--- config.mk ---
export PLATFORM = sky130hd
export DESIGN_NAME = sram_arbiter
export DESIGN_NICKNAME = d
export VERILOG_FILES = /design/src/rtl/sram_arbiter.sv
export SDC_FILE = /design/constraint.sdc
export NUM_CORES = 1
export LEC_CHECK = 0
export BUFFER_PORTS_ARGS = -buffer_cell sky130_fd_sc_hd__buf_4
export CORE_UTILIZATION = 50
export DETAILED_ROUTE_END_ITERATION = 12
export PLACE_DENSITY = 0.9
export SYNTH_ARGS = -nofsm -noshare
export SYNTH_HDL_FRONTEND = slang
export SYNTH_SLANG_ARGS = --single-unit
--- constraint.sdc ---
create_clock -name clk -period 5.4 [get_ports clk]
set_clock_uncertainty 0.15 [all_clocks]
set_input_delay 0 -clock clk [delete_from_list [all_inputs] [get_ports clk]]
set_output_delay 0 -clock clk [all_outputs]
set_load 0.01 [all_outputs]
--- src/rtl/sram_arbiter.sv ---
// Two-port arbiter and strobe sequencer for the Z88 slot-0 asynchronous SRAM.
// The CPU port reads and writes; the LCD port only reads and gains priority after a bounded wait.
module sram_arbiter #(
  parameter int AW           = 19,
  parameter int RD_CYCLES    = 2,
  parameter int WR_CYCLES    = 2,
  parameter int LCD_MAX_WAIT = 8
) (
  input  logic          clk,
  input  logic          reset,
  input  logic          cpu_req,
  input  logic          cpu_we,
  input  logic [AW-1:0] cpu_a,
  input  logic [7:0]    cpu_wdata,
  output logic [7:0]    cpu_rdata,
  output logic          cpu_ack,
  input  logic          lcd_req,
  input  logic [AW-1:0] lcd_a,
  output logic [7:0]    lcd_rdata,
  output logic          lcd_ack,
  output logic [AW-1:0] sram_a,
  output logic [7:0]    sram_wdata,
  input  logic [7:0]    sram_rdata,
  output logic          sram_ce_n,
  output logic          sram_oe_n,
  output logic          sram_we_n
);

  localparam int CMAX = (RD_CYCLES > WR_CYCLES) ? RD_CYCLES : WR_CYCLES;
  localparam int CW   = (CMAX > 1) ? $clog2(CMAX) : 1;
  localparam int WW   = $clog2(LCD_MAX_WAIT + 1);

  localparam logic [CW-1:0] RD_LAST  = CW'(RD_CYCLES - 1);
  localparam logic [CW-1:0] WR_LAST  = CW'(WR_CYCLES - 1);
  localparam logic [WW-1:0] WAIT_MAX = WW'(LCD_MAX_WAIT);

  typedef enum logic [2:0] {
    IDLE,
    RD,
    WR_SETUP,
    WR_PULSE,
    DONE
  } state_t;

  state_t        state, next_state;
  logic [CW-1:0] cyc_cnt;
  logic [WW-1:0] wait_cnt;
  logic          owner_lcd;
  logic          grant_cpu, grant_lcd;

  // NOTE: every signal written here gets a default first, so no path can infer a latch.
  always_comb begin
    next_state = state;
    grant_cpu  = 1'b0;
    grant_lcd  = 1'b0;
    case (state)
      IDLE: begin
        if (lcd_req && (!cpu_req || wait_cnt == WAIT_MAX)) begin
          grant_lcd  = 1'b1;
          next_state = RD;
        end else if (cpu_req) begin
          grant_cpu  = 1'b1;
          next_state = cpu_we ? WR_SETUP : RD;
        end
      end
      RD:       if (cyc_cnt == RD_LAST) next_state = DONE;
      WR_SETUP: next_state = WR_PULSE;
      WR_PULSE: if (cyc_cnt == WR_LAST) next_state = DONE;
      DONE:     next_state = IDLE;
      default:  next_state = IDLE;
    endcase
  end

  // NOTE: all state below uses non-blocking assignments so every register samples pre-edge values.
  always_ff @(posedge clk or posedge reset) begin
    if (reset) begin
      state    <= IDLE;
      cyc_cnt  <= '0;
      wait_cnt <= '0;
    end else begin
      state <= next_state;
      if (state != next_state)
        cyc_cnt <= '0;
      else if (state == RD || state == WR_PULSE)
        cyc_cnt <= cyc_cnt + CW'(1);

      if (grant_lcd || !lcd_req)
        wait_cnt <= '0;
      else if (wait_cnt != WAIT_MAX)
        wait_cnt <= wait_cnt + WW'(1);
    end
  end

  // Transaction latches and read-data capture; sram_a/sram_wdata hold between transactions.
  always_ff @(posedge clk or posedge reset) begin
    if (reset) begin
      owner_lcd  <= 1'b0;
      sram_a     <= '0;
      sram_wdata <= '0;
      cpu_rdata  <= '0;
      lcd_rdata  <= '0;
    end else begin
      if (grant_lcd) begin
        owner_lcd <= 1'b1;
        sram_a    <= lcd_a;
      end else if (grant_cpu) begin
        owner_lcd  <= 1'b0;
        sram_a     <= cpu_a;
        sram_wdata <= cpu_wdata;
      end

      if (state == RD && next_state == DONE) begin
        if (owner_lcd) lcd_rdata <= sram_rdata;
        else           cpu_rdata <= sram_rdata;
      end
    end
  end

  // Strobes and acks are registered from the next state so they change cleanly on the edge.
  always_ff @(posedge clk or posedge reset) begin
    if (reset) begin
      sram_ce_n <= 1'b1;
      sram_oe_n <= 1'b1;
      sram_we_n <= 1'b1;
      cpu_ack   <= 1'b0;
      lcd_ack   <= 1'b0;
    end else begin
      sram_ce_n <= !(next_state == RD || next_state == WR_SETUP || next_state == WR_PULSE);
      sram_oe_n <= (next_state != RD);
      sram_we_n <= (next_state != WR_PULSE);
      cpu_ack   <= (next_state == DONE) && !owner_lcd;
      lcd_ack   <= (next_state == DONE) && owner_lcd;
    end
  end

endmodule

* After elaboration in Yosys (flattened, before gate mapping)
Cells that the tools add are included.
** Operators by class
- Reduce and logical (&&, ||, !) cells :: 21
- Equal/unequal tests :: 12
- Bitwise gates (word level) :: 2
- Add/subtract/negate cells :: 2
- Multiplexer cells :: 18
** Operators with widths (count)
- $mux 19 :: 2
- $eq 3x2->1 const B :: 4
- $mux 1 :: 9
- $mux 3 :: 3
- $pmux 3 s3 :: 1
- $mux 4 :: 2
- $eq 3x1->1 const B :: 2
- $reduce_and 2->1 :: 3
- $reduce_bool 2->1 :: 3
- $logic_or 1x1->1 :: 5
- $add 4x1->4 const B :: 1
- $eq 4x4->1 const B :: 1
- $logic_and 1x1->1 :: 4
- $logic_not 1->1 :: 4
- $ne 4x4->1 const B :: 1
- $eq 3x3->1 const B :: 1
- $logic_not 3->1 :: 1
- $ne 3x1->1 const B :: 1
- $ne 3x2->1 const B :: 1
- $ne 3x3->1 :: 1
- $mux 2 :: 1
- $not 1->1 :: 2
- $reduce_or 2->1 :: 1
- $add 1x1->1 const B :: 1
** Storage, ports and cells
- Output and inout bits :: 48
- Flip-flop bits (word level) :: 57
- Logic and storage cells :: 68
- Bits of input ports :: 59

* Longest topological paths before layout
Gate-level depths: netlist of run 1.
- Depth after elaboration :: 9
- Depth in mapped cells :: 8
- Depth with buffers taken out :: 6

* Worst setup path after synthesis of run 1
OpenSTA, ideal clock, no wires.
- Path type :: flip-flop to flip-flop
- Start :: register wait_cnt[0]
- End :: register sram_wdata[0]
- Cell stages (with the launch flop) :: 8
- Buffers on the path :: 2
- Arrival :: 1.637 ns
- Clock period less this slack :: 1.914 ns
- Setup slack :: 3.486 ns
- Required time :: 5.123 ns
- Library setup time :: 0.127 ns
- Cells stage by stage :: dfrtp_1 > inv_1 > ha_1 > and3b_1 > buf_4 > a211oi_4 > buf_6 > mux2_1
** On the way
- Word-level cells in the longest chain between the ends :: 7
- Elaborated cells on any way between the ends :: 9
** RTL lines
- start: declaration :: line 47 : logic [WW-1:0] wait_cnt;
- start signal: assignment :: line 90 : wait_cnt <= wait_cnt + WW'(1);
- $eq 4x4->1 * :: line 58 : if (lcd_req && (!cpu_req || wait_cnt == WAIT_MAX)) begin
- $logic_or 1x1->1 * :: line 58
- $logic_and 1x1->1 * :: line 58
- $mux 1 :: line 58
- $mux 1 :: line 56 : case (state)
- $not 1->1 (no line)
- $reduce_and 2->1 (no line) *
- end signal: assignment :: line 109 : sram_wdata <= cpu_wdata;
- end: declaration :: line 22 : output logic [7:0] sram_wdata,
Every way passes the cells marked *; elsewhere a longest branch is shown, timed or not.
A chain may end at the register's enable or synchronous reset.

* Final worst setup path of run 1
- Start :: register wait_cnt[0]
- End :: register sram_ce_n
** On the way
- Word-level cells in the longest chain between the ends :: 9
- Elaborated cells on any way between the ends :: 11
** RTL lines
- $eq 4x4->1 * :: line 58
- $logic_or 1x1->1 * :: line 58
- $logic_and 1x1->1 * :: line 58
- $mux 3 * :: line 58
- $pmux 3 s3 * :: line 56
- via next_state[0] :: line 45 : state_t state, next_state;
- $eq 3x1->1 / $eq 3x2->1 (equally long branches) :: line 128 : sram_ce_n <= !(next_state == RD || next_state == WR_SETUP || next_state == WR_PULSE);
- $logic_or 1x1->1 :: line 128
- $logic_or 1x1->1 * :: line 128
- $logic_not 1->1 * :: line 128
- end signal: assignment :: line 128
- end: declaration :: line 24 : output logic sram_ce_n,
Mark *: on every way through the listed nets, which the timed path passes. The rest lies on a longest branch.

==> out/summary.log, run 1 <==
[status] outcome complete, but fails checks
[status] violations in the final reports DRC
[cells_and_area] relative area change from synthesis to final layout 65.9%
[timing] setup repair after global routing missed its margin false
[cts] clock tree from TritonCTS done
[logic_synthesis] count leader, synth sky130_fd_sc_hd__dfrtp_1
[timing] Pins Over Slew Limit 0
[logic_synthesis] cell types occupying the most area after synthesis sky130_fd_sc_hd__dfrtp_1, sky130_fd_sc_hd__mux2_2, sky130_fd_sc_hd__nand2_1, sky130_fd_sc_hd__a31oi_1, sky130_fd_sc_hd__nor2_1
[detailed_routing] Vias per Instance 5.46
[cells_and_area] final cell count without fillers 436
[global_route] GR Util All Layers 32.9%
[logic_synthesis] count of flip-flops with a built-in enable after synthesis 0
[power_and_ir_drop] leakage power figure 1.89 nW
[global_route] number of global-route vias before repair 2486
[logic_synthesis] area of the mapped netlist 2400 um2
[worst_setup_path] Crit. End Element flip-flop
[timing] Setup Viol. Count Final 0
[placed_design] sum of net half-perimeters after detailed placement 3.86 mm
[power_and_ir_drop] post-route total power 2.24 mW
[logic_synthesis] post-synthesis net count 274
[power_and_ir_drop] Cell Pwr Density 564 nW/um2
[cts] # clock sinks 57
[cts] Clk Tree Root Cell sky130_fd_sc_hd__clkbuf_8
[detailed_routing] wirelength, routed 7.92 mm
[timing] final period utilization 59.5%
[worst_setup_path] critical path class flip-flop to flip-flop
[floorplanning] # IOs 107
[worst_setup_path] launching element type of the critical path flip-flop
[timing] setup slack of the critical path after layout 2.19 ns
[placed_design] Port Buffers 106
[placed_design] routability congestion estimate from global placement 0.719
[cts] number of buffers on the longest clock path 2
[global_route] largest net degree at the start of global routing 58
[floorplanning] starting density of the core 53.6%
[detailed_routing] antenna violation net count after detailed routing 0
[detailed_routing] vias post-DR 2380
[global_route] wire length of the first global-routing pass 12.3 mm
[worst_setup_path] Required @ worst endpoint 5.52 ns
[worst_setup_path] arrival time at the worst endpoint 3.33 ns
[detailed_routing] average wire per cell in the routed design 18.2 um
[floorplanning] Core Footprint 4470 um2
[logic_synthesis] Cell variety after synth 32
[placed_design] DP Worst Slack 2.95 ns
[logic_synthesis] predominant post-synthesis flop cell sky130_fd_sc_hd__dfrtp_1
[floorplanning] die outline area 5080 um2
[timing] final-layout setup total negative slack 0 ns
[cells_and_area] core occupancy in the finished layout 88.9%
[logic_synthesis] most area-hungry cell type in the Yosys netlist sky130_fd_sc_hd__dfrtp_1
[timing] upper clock frequency limit 0.311 GHz
[job] max cap viols 0
[timing] Slew HR 33.0%
[logic_synthesis] Synth warnings 0
[cts] number of H-tree branching levels 3
[global_route] antenna violations before repair 0
[cells_and_area] layout cells sized above 1 39.1%
[floorplanning] FP Rows 24
[cells_and_area] # nets final 440
[worst_setup_path] maximum net fanout on the critical path 22
[logic_synthesis] sequential area share after synthesis 59.7%
[logic_synthesis] Post-synth ARST share 100%
[cts] clock-pin slew reported for the worst setup and hold paths after clock tree synthesis 0.08 ns
[timing] Period minus WS final 3.21 ns
[detailed_routing] number of violations reported at the end of detailed-routing iteration 0 223
[timing] final hold viol count 0
[logic_synthesis] top cells by instance count after synthesis sky130_fd_sc_hd__dfrtp_1, sky130_fd_sc_hd__nand2_1, sky130_fd_sc_hd__nor2_1
[logic_synthesis] Avg Inst Size Synth 11.3 um2
[cells_and_area] Antenna diodes 0
[logic_synthesis] cells after synthesis 213
[detailed_routing] first-pass iteration count of the detailed router 11
[detailed_routing] residual DRC count 10
[hold_path] class of the tightest hold or removal check input pin to flip-flop
[placed_design] post-placement cell count 362
[logic_synthesis] Yosys top cell area share 56.4%
[timing] pin slew with the least headroom to its limit 1.00 ns
[logic_synthesis] flip-flop and latch count after synthesis 57
[cts] number of CTS-inserted buffers 9
[power_and_ir_drop] worst IR drop on VDD 0.000288 V
[global_route] total gr overflow 0
[cts] clock latency on the worst-skew pair 0.34 ns
[floorplanning] die boundary height 71.2 um
[floorplanning] overall die width 71.2 um
[stage by stage]
| step | hold WS, ns | area, um2 |
|---|---|---|
| 3_5_place_dp | 0.0246 | 3200 |
| 2_1_floorplan | -0.0978 | 2400 |
| 6_report | 0.115 | 3980 |
| 3_3_place_gp | 0.0179 | 3200 |
| 5_1_grt | 0.119 | 3980 |
| 4_1_cts | 0.0744 | 3980 |
[layout by cell type (no fill, tap or decap), types with 2 or more instances in the layout]
cell,count
sky130_fd_sc_hd__nor3_1,2
sky130_fd_sc_hd__clkbuf_8,10
sky130_fd_sc_hd__dlygate4sd3_1,58
sky130_fd_sc_hd__clkinvlp_4,2
sky130_fd_sc_hd__nor2_1,27
sky130_fd_sc_hd__ha_1,2
sky130_fd_sc_hd__dfrtp_1,54
sky130_fd_sc_hd__mux2_1,6
sky130_fd_sc_hd__nand2_1,42
sky130_fd_sc_hd__a31oi_1,19
sky130_fd_sc_hd__nand3_1,3
sky130_fd_sc_hd__dfstp_2,3
sky130_fd_sc_hd__inv_1,5
sky130_fd_sc_hd__xnor2_1,2
sky130_fd_sc_hd__clkinv_2,2
sky130_fd_sc_hd__a21oi_1,2
sky130_fd_sc_hd__buf_4,108
sky130_fd_sc_hd__mux2_2,18
[report_power, final]
| part | leakage (nW) | total [mW] | internal (mW) | switching [mW] |
|---|---|---|---|---|
| combinational | 1.13 | 1.06 | 0.587 | 0.474 |
| clock | 0.0953 | 0.404 | 0.224 | 0.180 |
| sequential | 0.671 | 0.778 | 0.638 | 0.140 |
[sequential cells by signal (all words and copies together) (netlist names)]
name,cells
lcd_ack,1
lcd_rdata,8
sram_wdata,8
sram_a,19
sram_we_n,1
sram_oe_n,1
cpu_ack,1
cpu_rdata,8
owner_lcd,1
state,3
sram_ce_n,1
wait_cnt,4
cyc_cnt,1
[area by class of cell]
cell class	instances	area [um2]
inverter	6	22.5
multi-input combinational	139	871
clock buffer	11	141
timing repair buffer	166	1390
sequential	57	1430
tap	52	65.1
fill	188	498
clock inverter	5	55.1
[routing by layer]
metal | routed length (um) | part of all wire (%) | track usage [%] | vias up
met1 | 2980 | 38 | 38.0 | 1171
met3 | 554 | 7.0 | 8.58 | 24
li1 | - | - | - | 1051
met5 | 0 | 0 | 0 | -
met4 | 239 | 3.0 | 13.8 | 0
met2 | 4140 | 52 | 58.1 | 134
[worst max-delay path, stage by stage (launching register included)]
cell	delay, ns
sky130_fd_sc_hd__dfrtp_1	0.37
sky130_fd_sc_hd__inv_1	0.08
sky130_fd_sc_hd__ha_1	0.20
sky130_fd_sc_hd__and3b_1	0.28
sky130_fd_sc_hd__o211ai_2	0.82
sky130_fd_sc_hd__o21ai_0	0.42
sky130_fd_sc_hd__a21oi_1	0.25
sky130_fd_sc_hd__dlygate4sd3_1	0.57
[cell families (layout without fill, tap and decap cells)]
logic type      Yosys count  count (layout)  share of synthesized area (%)
simple gates             82              82                           14.4
flops                    57              57                           59.7
compound gates           27              27                           8.04
mux                      25              25                           11.7
buf+inv                  17             188                           4.12
xor+xnor                  3               3                           1.10
fa+ha+maj                 2               2                           1.04
[final timing paths]
kind | startpoint | endpoint | slack (ns) | cells after the start
setup / recovery | wait_cnt[0] | sram_ce_n | 2.19 | 7
hold / removal | cpu_req | owner_lcd | 0.12 | 4
setup reg to reg | wait_cnt[0] | sram_ce_n | 2.19 | 7
hold reg to reg | sram_wdata[0] | sram_wdata[0] | 0.34 | 1
max in group asynchronous | reset | sram_wdata[3] | 4.36 | 4
min in group asynchronous | reset | sram_a[8] | 0.27 | 4
[repair_timing]
action                    CTS  global route
resized for setup           0             0
hold buffers               58             0
hold endpoints to repair  107             0
setup buffers               0             0
Power figures use the tool's default switching activity.
==> inputs of run 2 (changes only) <==
- CORE_UTILIZATION: 50 -> 42
- PLACE_DENSITY: 0.9 -> 0.81
- clock period: 5.4 -> 2.6 ns (I/O delays scaled with it)
==> out/summary.log, run 2 (same netlist as run 1, synthesis figures left out) <==
[status] outcome finished, final reports clean [was complete, but fails checks]
[detailed_routing] wirelength, routed 6.72 mm [was 7.92 mm]
[power_and_ir_drop] proportion of total power due to net switching 32.8% [was 35.4%]
[power_and_ir_drop] post-route total power 4.53 mW [was 2.24 mW]
[cells_and_area] relative area change from synthesis to final layout 70.3% [was 65.9%]
[global_route] largest net degree at the start of global routing 39 [was 58]
[power_and_ir_drop] fraction of power consumed by sequential logic 35.3% [was 34.7%]
[cts] number of buffers on the longest clock path 2 [unchanged]
[worst_setup_path] crit path from wait_cnt[0] [unchanged]
[cts] clock-pin slew reported for the worst setup and hold paths after clock tree synthesis 0.07 ns [was 0.08 ns]
[cells_and_area] commonest non-fill, non-tap cell in the layout sky130_fd_sc_hd__buf_4 [unchanged]
[floorplanning] Core Footprint 5510 um2 [was 4470 um2]
[floorplanning] die outline area 6010 um2 [was 5080 um2]
[cts] number of CTS-inserted buffers 9 [unchanged]
[placed_design] routability congestion estimate from global placement 0.780 [was 0.719]
[cts] clock latency on the worst-skew pair 0.33 ns [was 0.34 ns]
[placed_design] post-placement cell count 387 [was 362]
[timing] upper clock frequency limit 0.411 GHz [was 0.311 GHz]
[cells_and_area] layout cells sized above 1 40.3% [was 39.1%]
[detailed_routing] residual DRC count 0 [was 10]
[detailed_routing] Vias per Instance 4.87 [was 5.46]
[global_route] number of global-route vias before repair 2344 [was 2486]
[global_route] GR Util All Layers 24.0% [was 32.9%]
[timing] Setup Viol. Count Final 0 [unchanged]
[timing] pin slew with the least headroom to its limit 0.682 ns [was 1.00 ns]
[worst_setup_path] number of buffer and inverter instances along the worst setup path 2 [unchanged]
[worst_setup_path] reg-to-reg critical path startpoint wait_cnt[0] [unchanged]
[worst_setup_path] Crit. End Element flip-flop [unchanged]
[global_route] total gr overflow 0 [unchanged]
[cts] number of H-tree branching levels 3 [unchanged]
[power_and_ir_drop] proportion of power drawn by combinational gates 44.1% [was 47.3%]
[floorplanning] FP Rows 27 [was 24]
[timing] final hold viol count 0 [unchanged]
[cells_and_area] final cell count without fillers 462 [was 436]
[placed_design] sum of net half-perimeters after detailed placement 3.97 mm [was 3.86 mm]
[worst_setup_path] critical path class flip-flop to flip-flop [unchanged]
[cts] clock tree from TritonCTS done [unchanged]
[detailed_routing] first-pass iteration count of the detailed router 4 [was 11]
[cells_and_area] # nets final 446 [was 440]
[cts] Clk Tree Root Cell sky130_fd_sc_hd__clkbuf_8 [unchanged]
[cells_and_area] largest register by flop count sram_a [unchanged]
[hold_path] class of the tightest hold or removal check input pin to flip-flop [unchanged]
[timing] Period minus WS final 2.43 ns [was 3.21 ns]
[timing] final period utilization 93.5% [was 59.5%]
[floorplanning] # IOs 107 [unchanged]
[timing] worst-case hold slack 0.102 ns [was 0.115 ns]
[cells_and_area] number of flip-flops under the largest register name 19 [unchanged]
[timing] final-layout setup total negative slack 0 ns [unchanged]
[worst_setup_path] Required @ worst endpoint 2.71 ns [was 5.52 ns]
[detailed_routing] number of violations reported at the end of detailed-routing iteration 0 130 [was 223]
[detailed_routing] average wire per cell in the routed design 14.5 um [was 18.2 um]
[worst_setup_path] Critical Path, Cell by Cell inv_1, ha_1, and3b_1, o211a_2, nand2_1, a31oi_1, dlygate4sd3_1 [was inv_1, ha_1, and3b_1, o211ai_2, o21ai_0, a21oi_1, dlygate4sd3_1]
[power_and_ir_drop] worst IR drop on VDD 0.000691 V [was 0.000288 V]
[timing] Pins Over Slew Limit 0 [unchanged]
[job] max cap viols 0 [unchanged]
[global_route] antenna violations before repair 0 [unchanged]
[global_route] wire length of the first global-routing pass 10.9 mm [was 12.3 mm]
[worst_setup_path] endpoint of the worst-slack reg-to-reg timing path sram_a[14] [was sram_ce_n]
[worst_setup_path] critical path depth in cells 7 [unchanged]
[worst_setup_path] crit path to sram_a[14] [was sram_ce_n]
[worst_setup_path] critical path's largest stage delay 0.57 ns [was 0.82 ns]
[timing] Slew HR 54.3% [was 33.0%]
[power_and_ir_drop] leakage power figure 1.94 nW [was 1.89 nW]
[floorplanning] overall die width 77.6 um [was 71.2 um]
[cells_and_area] Antenna diodes 0 [unchanged]
[worst_setup_path] largest delay contributor family on the critical path buffers and inverters [was compound AO/OA/AOI/OAI gates]
[power_and_ir_drop] Cell Pwr Density 1110 nW/um2 [was 564 nW/um2]
[floorplanning] die boundary height 77.6 um [was 71.2 um]
[worst_setup_path] Worst R2R Setup Slack 0.17 ns [was 2.19 ns]
[timing] setup repair after global routing missed its margin false [unchanged]
[worst_setup_path] arrival time at the worst endpoint 2.54 ns [was 3.33 ns]
[worst_setup_path] maximum net fanout on the critical path 11 [was 22]
[placed_design] Port Buffers 106 [unchanged]
[power_and_ir_drop] net load switching power 1.49 mW [was 0.794 mW]
[power_and_ir_drop] portion of total power attributed to the clock network 20.6% [was 18.0%]
[worst_setup_path] launching element type of the critical path flip-flop [unchanged]
[worst_setup_path] master of the slowest instance on the critical path sky130_fd_sc_hd__dlygate4sd3_1 [was sky130_fd_sc_hd__o211ai_2]
[floorplanning] starting density of the core 43.5% [was 53.6%]
[detailed_routing] antenna violation net count after detailed routing 0 [unchanged]
[cells_and_area] most frequent cells in the layout sky130_fd_sc_hd__buf_4, sky130_fd_sc_hd__dlygate4sd3_1, sky130_fd_sc_hd__dfrtp_1, sky130_fd_sc_hd__nand2_1, sky130_fd_sc_hd__nor2_1 [unchanged]
[detailed_routing] vias post-DR 2252 [was 2380]
[worst_setup_path] r2r worst-path depth 7 [unchanged]
[power_and_ir_drop] Int Power 3.04 mW [was 1.45 mW]
[cts] # clock sinks 57 [unchanged]
==> run 2: cell count changes in the layout (fill, tap and decap cells not counted), sizes merged <==
cell         previous run  this run
buf                   108       113
clkinvlp                2         1
dlygate4sd3            58        59
bufinv                  1         2
==> run 2: layer usage <==
metal  up-vias  routed length, um  track usage [%]
li1       1059                  -                -
met1      1079               2720             26.2
met2        97               3440             43.2
met3        17                402             5.88
met4         0                157             11.5
met5         -                  0                0
==> run 2: cell type report <==
| class | count | area (um2) |
|---|---|---|
| inverters | 6 | 22.5 |
| flip-flops and latches | 57 | 1430 |
| well taps | 72 | 90.1 |
| fillers | 367 | 1430 |
| repair buffers | 172 | 1440 |
| clock buffers | 11 | 151 |
| clock inverters | 5 | 77.6 |
| multi-input cells | 139 | 871 |
==> run 2: through the flow <==
step / cell area, um2 / util (%) / worst slack, ns
finish: 4080 / 74.1 / 0.168
global route: 4080 / 74.1 / 0.0398
CTS: 4080 / 74.1 / 0.157
detailed placement: 3260 / 59.2 / 0.499
global placement: 3260 / 59.2 / 0.607
floorplan: 2400 / - / 0.686
==> run 2: worst min path at each step <==
stage                     startpoint           end  slack, ns  cells after the start
after CTS                    cpu_req       cyc_cnt       0.09                      5
after detailed placement       reset  cpu_rdata[0]       -0.1                      2
after floorplan               cpu_we     sram_ce_n       -0.1                      1
final                        cpu_req       cyc_cnt       0.10                      5
after global routing           reset  cpu_rdata[0]       0.13                      3
after global placement         reset     sram_a[5]      -0.10                      2
==> run 2: timing repair <==
action / CTS / global route
hold buffers: 59 / 0
buffers inserted: 0 / 0
endpoints found under the hold margin: 75 / 0
setup endpoints to repair: 0 / 1
gates resized for setup: 0 / 1
==> run 2: tightest hold or removal path: cells and delay by family <==
kind / cells / cell delay, ns
simple gates: 1 / 0.07
compound gates: 2 / 0.28
buf+inv: 2 / 0.18
==> run 2: power groups by stage <==
| stage | sequential, mW | combinational [mW] | clock, mW |
|---|---|---|---|
| floorplan | 1.73 | 0.783 | 0 |
| global placement | 1.57 | 1.68 | 0 |
| detailed placement | 1.59 | 1.72 | 0 |
| CTS | 1.58 | 1.96 | 0.947 |
| global route | 1.65 | 2.15 | 1.00 |
| finish | 1.60 | 2.00 | 0.934 |
==> inputs of run 3 (changes only) <==
- SETUP_SLACK_MARGIN: default -> 0.2
==> out/summary.log, run 3 (same netlist as run 1, synthesis figures left out) <==
[timing] Setup Viol. Count Final 0 [unchanged]
[detailed_routing] average wire per cell in the routed design 14.7 um [was 14.5 um]
[hold_path] worst hold path depth 4 [was 5]
[cells_and_area] Sequential Area 1430 um2 [unchanged]
[placed_design] post-placement cell count 387 [unchanged]
[detailed_routing] residual DRC count 0 [unchanged]
[worst_setup_path] launching element type of the critical path flip-flop [unchanged]
[worst_setup_path] arrival time at the worst endpoint 2.24 ns [was 2.54 ns]
[timing] Slew HR 54.4% [was 54.3%]
[floorplanning] Core Footprint 5510 um2 [unchanged]
[power_and_ir_drop] worst IR drop on VDD 0.000593 V [was 0.000691 V]
[worst_setup_path] r2r worst-path depth 7 [unchanged]
[cells_and_area] final cell count without fillers 460 [was 462]
[cells_and_area] Antenna diodes 0 [unchanged]
[global_route] wire length of the first global-routing pass 11.1 mm [was 10.9 mm]
[placed_design] Port Buffers 106 [unchanged]
[detailed_routing] first-pass iteration count of the detailed router 4 [unchanged]
[detailed_routing] antenna violation net count after detailed routing 0 [unchanged]
[cells_and_area] summed area of non-filler cells in the final layout 4060 um2 [was 4080 um2]
[worst_setup_path] largest delay contributor family on the critical path compound AO/OA/AOI/OAI gates [was buffers and inverters]
[worst_setup_path] number of buffer and inverter instances along the worst setup path 2 [unchanged]
[worst_setup_path] critical path's largest stage delay 0.43 ns [was 0.57 ns]
[cts] Post-CTS Setup Inserts 0 [unchanged]
[cts] hold-fix buffer count after cts 57 [was 59]
[floorplanning] overall die width 77.6 um [unchanged]
[detailed_routing] number of violations reported at the end of detailed-routing iteration 0 112 [was 130]
[global_route] largest net degree at the start of global routing 39 [unchanged]
[cells_and_area] number of flip-flops under the largest register name 19 [unchanged]
[cells_and_area] largest register by flop count sram_a [unchanged]
[timing] final hold viol count 0 [unchanged]
[floorplanning] # IOs 107 [unchanged]
[power_and_ir_drop] post-route total power 4.35 mW [was 4.53 mW]
[cts] clock tree from TritonCTS done [unchanged]
[worst_setup_path] critical path class flip-flop to flip-flop [unchanged]
[cts] Clk Tree Root Cell sky130_fd_sc_hd__clkbuf_8 [unchanged]
[global_route] number of global-route vias before repair 2360 [was 2344]
[floorplanning] starting density of the core 43.5% [unchanged]
[global_route] antenna violations before repair 0 [unchanged]
[cells_and_area] relative area change from synthesis to final layout 69.4% [was 70.3%]
[power_and_ir_drop] Cell Pwr Density 1070 nW/um2 [was 1110 nW/um2]
[power_and_ir_drop] leakage power figure 1.94 nW [about the same]
[timing] Period minus WS final 2.15 ns [was 2.43 ns]
[cells_and_area] combined area of the multi-input logic cells 871 um2 [unchanged]
[cts] # clock sinks 57 [unchanged]
[cells_and_area] # nets final 444 [was 446]
[cts] clock-pin slew reported for the worst setup and hold paths after clock tree synthesis 0.07 ns [about the same]
[cts] clock latency on the worst-skew pair 0.33 ns [about the same]
[timing] setup repair after global routing missed its margin false [unchanged]
[worst_setup_path] critical path depth in cells 7 [unchanged]
[placed_design] area post-placement 3260 um2 [unchanged]
[global_route] total gr overflow 0 [unchanged]
[detailed_routing] Vias per Instance 4.88 [was 4.87]
[cells_and_area] core occupancy in the finished layout 73.8% [was 74.1%]
[cells_and_area] layout cells sized above 1 40.2% [was 40.3%]
[timing] final-layout setup total negative slack 0 ns [unchanged]
[cts] CTS resizes 0 [unchanged]
[cts] number of buffers on the longest clock path 2 [unchanged]
[floorplanning] die outline area 6010 um2 [unchanged]
[timing] final period utilization 82.5% [was 93.5%]
[cells_and_area] commonest non-fill, non-tap cell in the layout sky130_fd_sc_hd__buf_4 [unchanged]
[timing] upper clock frequency limit 0.466 GHz [was 0.411 GHz]
[cells_and_area] FILL cells 365 [was 367]
[worst_setup_path] Crit. End Element flip-flop [unchanged]
[timing] pin slew with the least headroom to its limit 0.681 ns [was 0.682 ns]
[detailed_routing] vias post-DR 2246 [was 2252]
[placed_design] routability congestion estimate from global placement 0.780 [unchanged]
[worst_setup_path] master of the slowest instance on the critical path sky130_fd_sc_hd__o211a_1 [was sky130_fd_sc_hd__dlygate4sd3_1]
[cells_and_area] most frequent cells in the layout sky130_fd_sc_hd__buf_4, sky130_fd_sc_hd__dlygate4sd3_1, sky130_fd_sc_hd__dfrtp_1, sky130_fd_sc_hd__nand2_1, sky130_fd_sc_hd__nor2_1 [unchanged]
[global_route] GR Util All Layers 24.3% [was 24.0%]
[placed_design] sum of net half-perimeters after detailed placement 3.97 mm [unchanged]
[timing] Pins Over Slew Limit 0 [unchanged]
[status] outcome finished, final reports clean [unchanged]
[worst_setup_path] Critical Path, Cell by Cell inv_1, ha_1, and3b_1, o211a_1, buf_4, nand2_1, a31oi_1 [was inv_1, ha_1, and3b_1, o211a_2, nand2_1, a31oi_1, dlygate4sd3_1]
[worst_setup_path] Required @ worst endpoint 2.70 ns [was 2.71 ns]
[floorplanning] FP Rows 27 [unchanged]
[job] max cap viols 0 [unchanged]
[cts] number of CTS-inserted buffers 9 [unchanged]
[cts] number of H-tree branching levels 3 [unchanged]
[detailed_routing] wirelength, routed 6.77 mm [was 6.72 mm]
[hold_path] class of the tightest hold or removal check input pin to flip-flop [unchanged]
[floorplanning] die boundary height 77.6 um [unchanged]
[worst_setup_path] maximum net fanout on the critical path 11 [unchanged]
## run 3: cell count changes in the layout (fill, tap and decap cells not counted)
cell	change
sky130_fd_sc_hd__o211a_2	-1
sky130_fd_sc_hd__o211a_1	+1
sky130_fd_sc_hd__dlygate4sd3_1	-2
## run 3: final cells by class
type | count | share of cell area (%)
repair buffers | 170 | 34.9
well taps | 72 | 2.22
inverters | 6 | 0.555
multi-input cells | 139 | 21.4
flip-flops and latches | 57 | 35.2
clock inverters | 5 | 1.91
clock buffers | 11 | 3.73
## run 3: where the power goes
part           switching, mW  internal (mW)
clock network          0.347          0.588
registers              0.275           1.33
logic                  0.844          0.975
## run 3: metal layers
layer / share of wire (%) / vias to the layer above / track usage (%)
li1: - / 1055 / -
met1: 40 / 1072 / 26.8
met2: 52 / 102 / 43.7
met3: 5.6 / 17 / 5.88
met4: 2.4 / 0 / 11.5
met5: 0 / - / 0
## run 3: worst paths after layout
path	startpoint	to	slack [ns]
worst max-delay path	wait_cnt[0]	sram_a[9]	0.45
worst min-delay path	cpu_req	sram_wdata[5]	0.10
max in group asynchronous	reset	sram_we_n	1.33
worst min register to register	sram_wdata[7]	sram_wdata[7]	0.35
worst max register to register	wait_cnt[0]	sram_a[9]	0.45
min in group asynchronous	reset	cpu_rdata[0]	0.11
## run 3: through the flow
step | worst slack (ns) | hold slack (ns)
2_1_floorplan | 0.686 | -0.0978
6_report | 0.454 | 0.103
5_1_grt | 0.308 | 0.116
3_5_place_dp | 0.499 | -0.0962
4_1_cts | 0.484 | 0.0851
3_3_place_gp | 0.607 | -0.100
## run 3: worst register-to-register path, delay by kind of cell, from the launching register on
kind / cells / cell delay, ns
buf+inv: 2 / 0.33
simple gates: 2 / 0.42
fa+ha+maj: 1 / 0.16
flops: 1 / 0.40
compound gates: 2 / 0.61
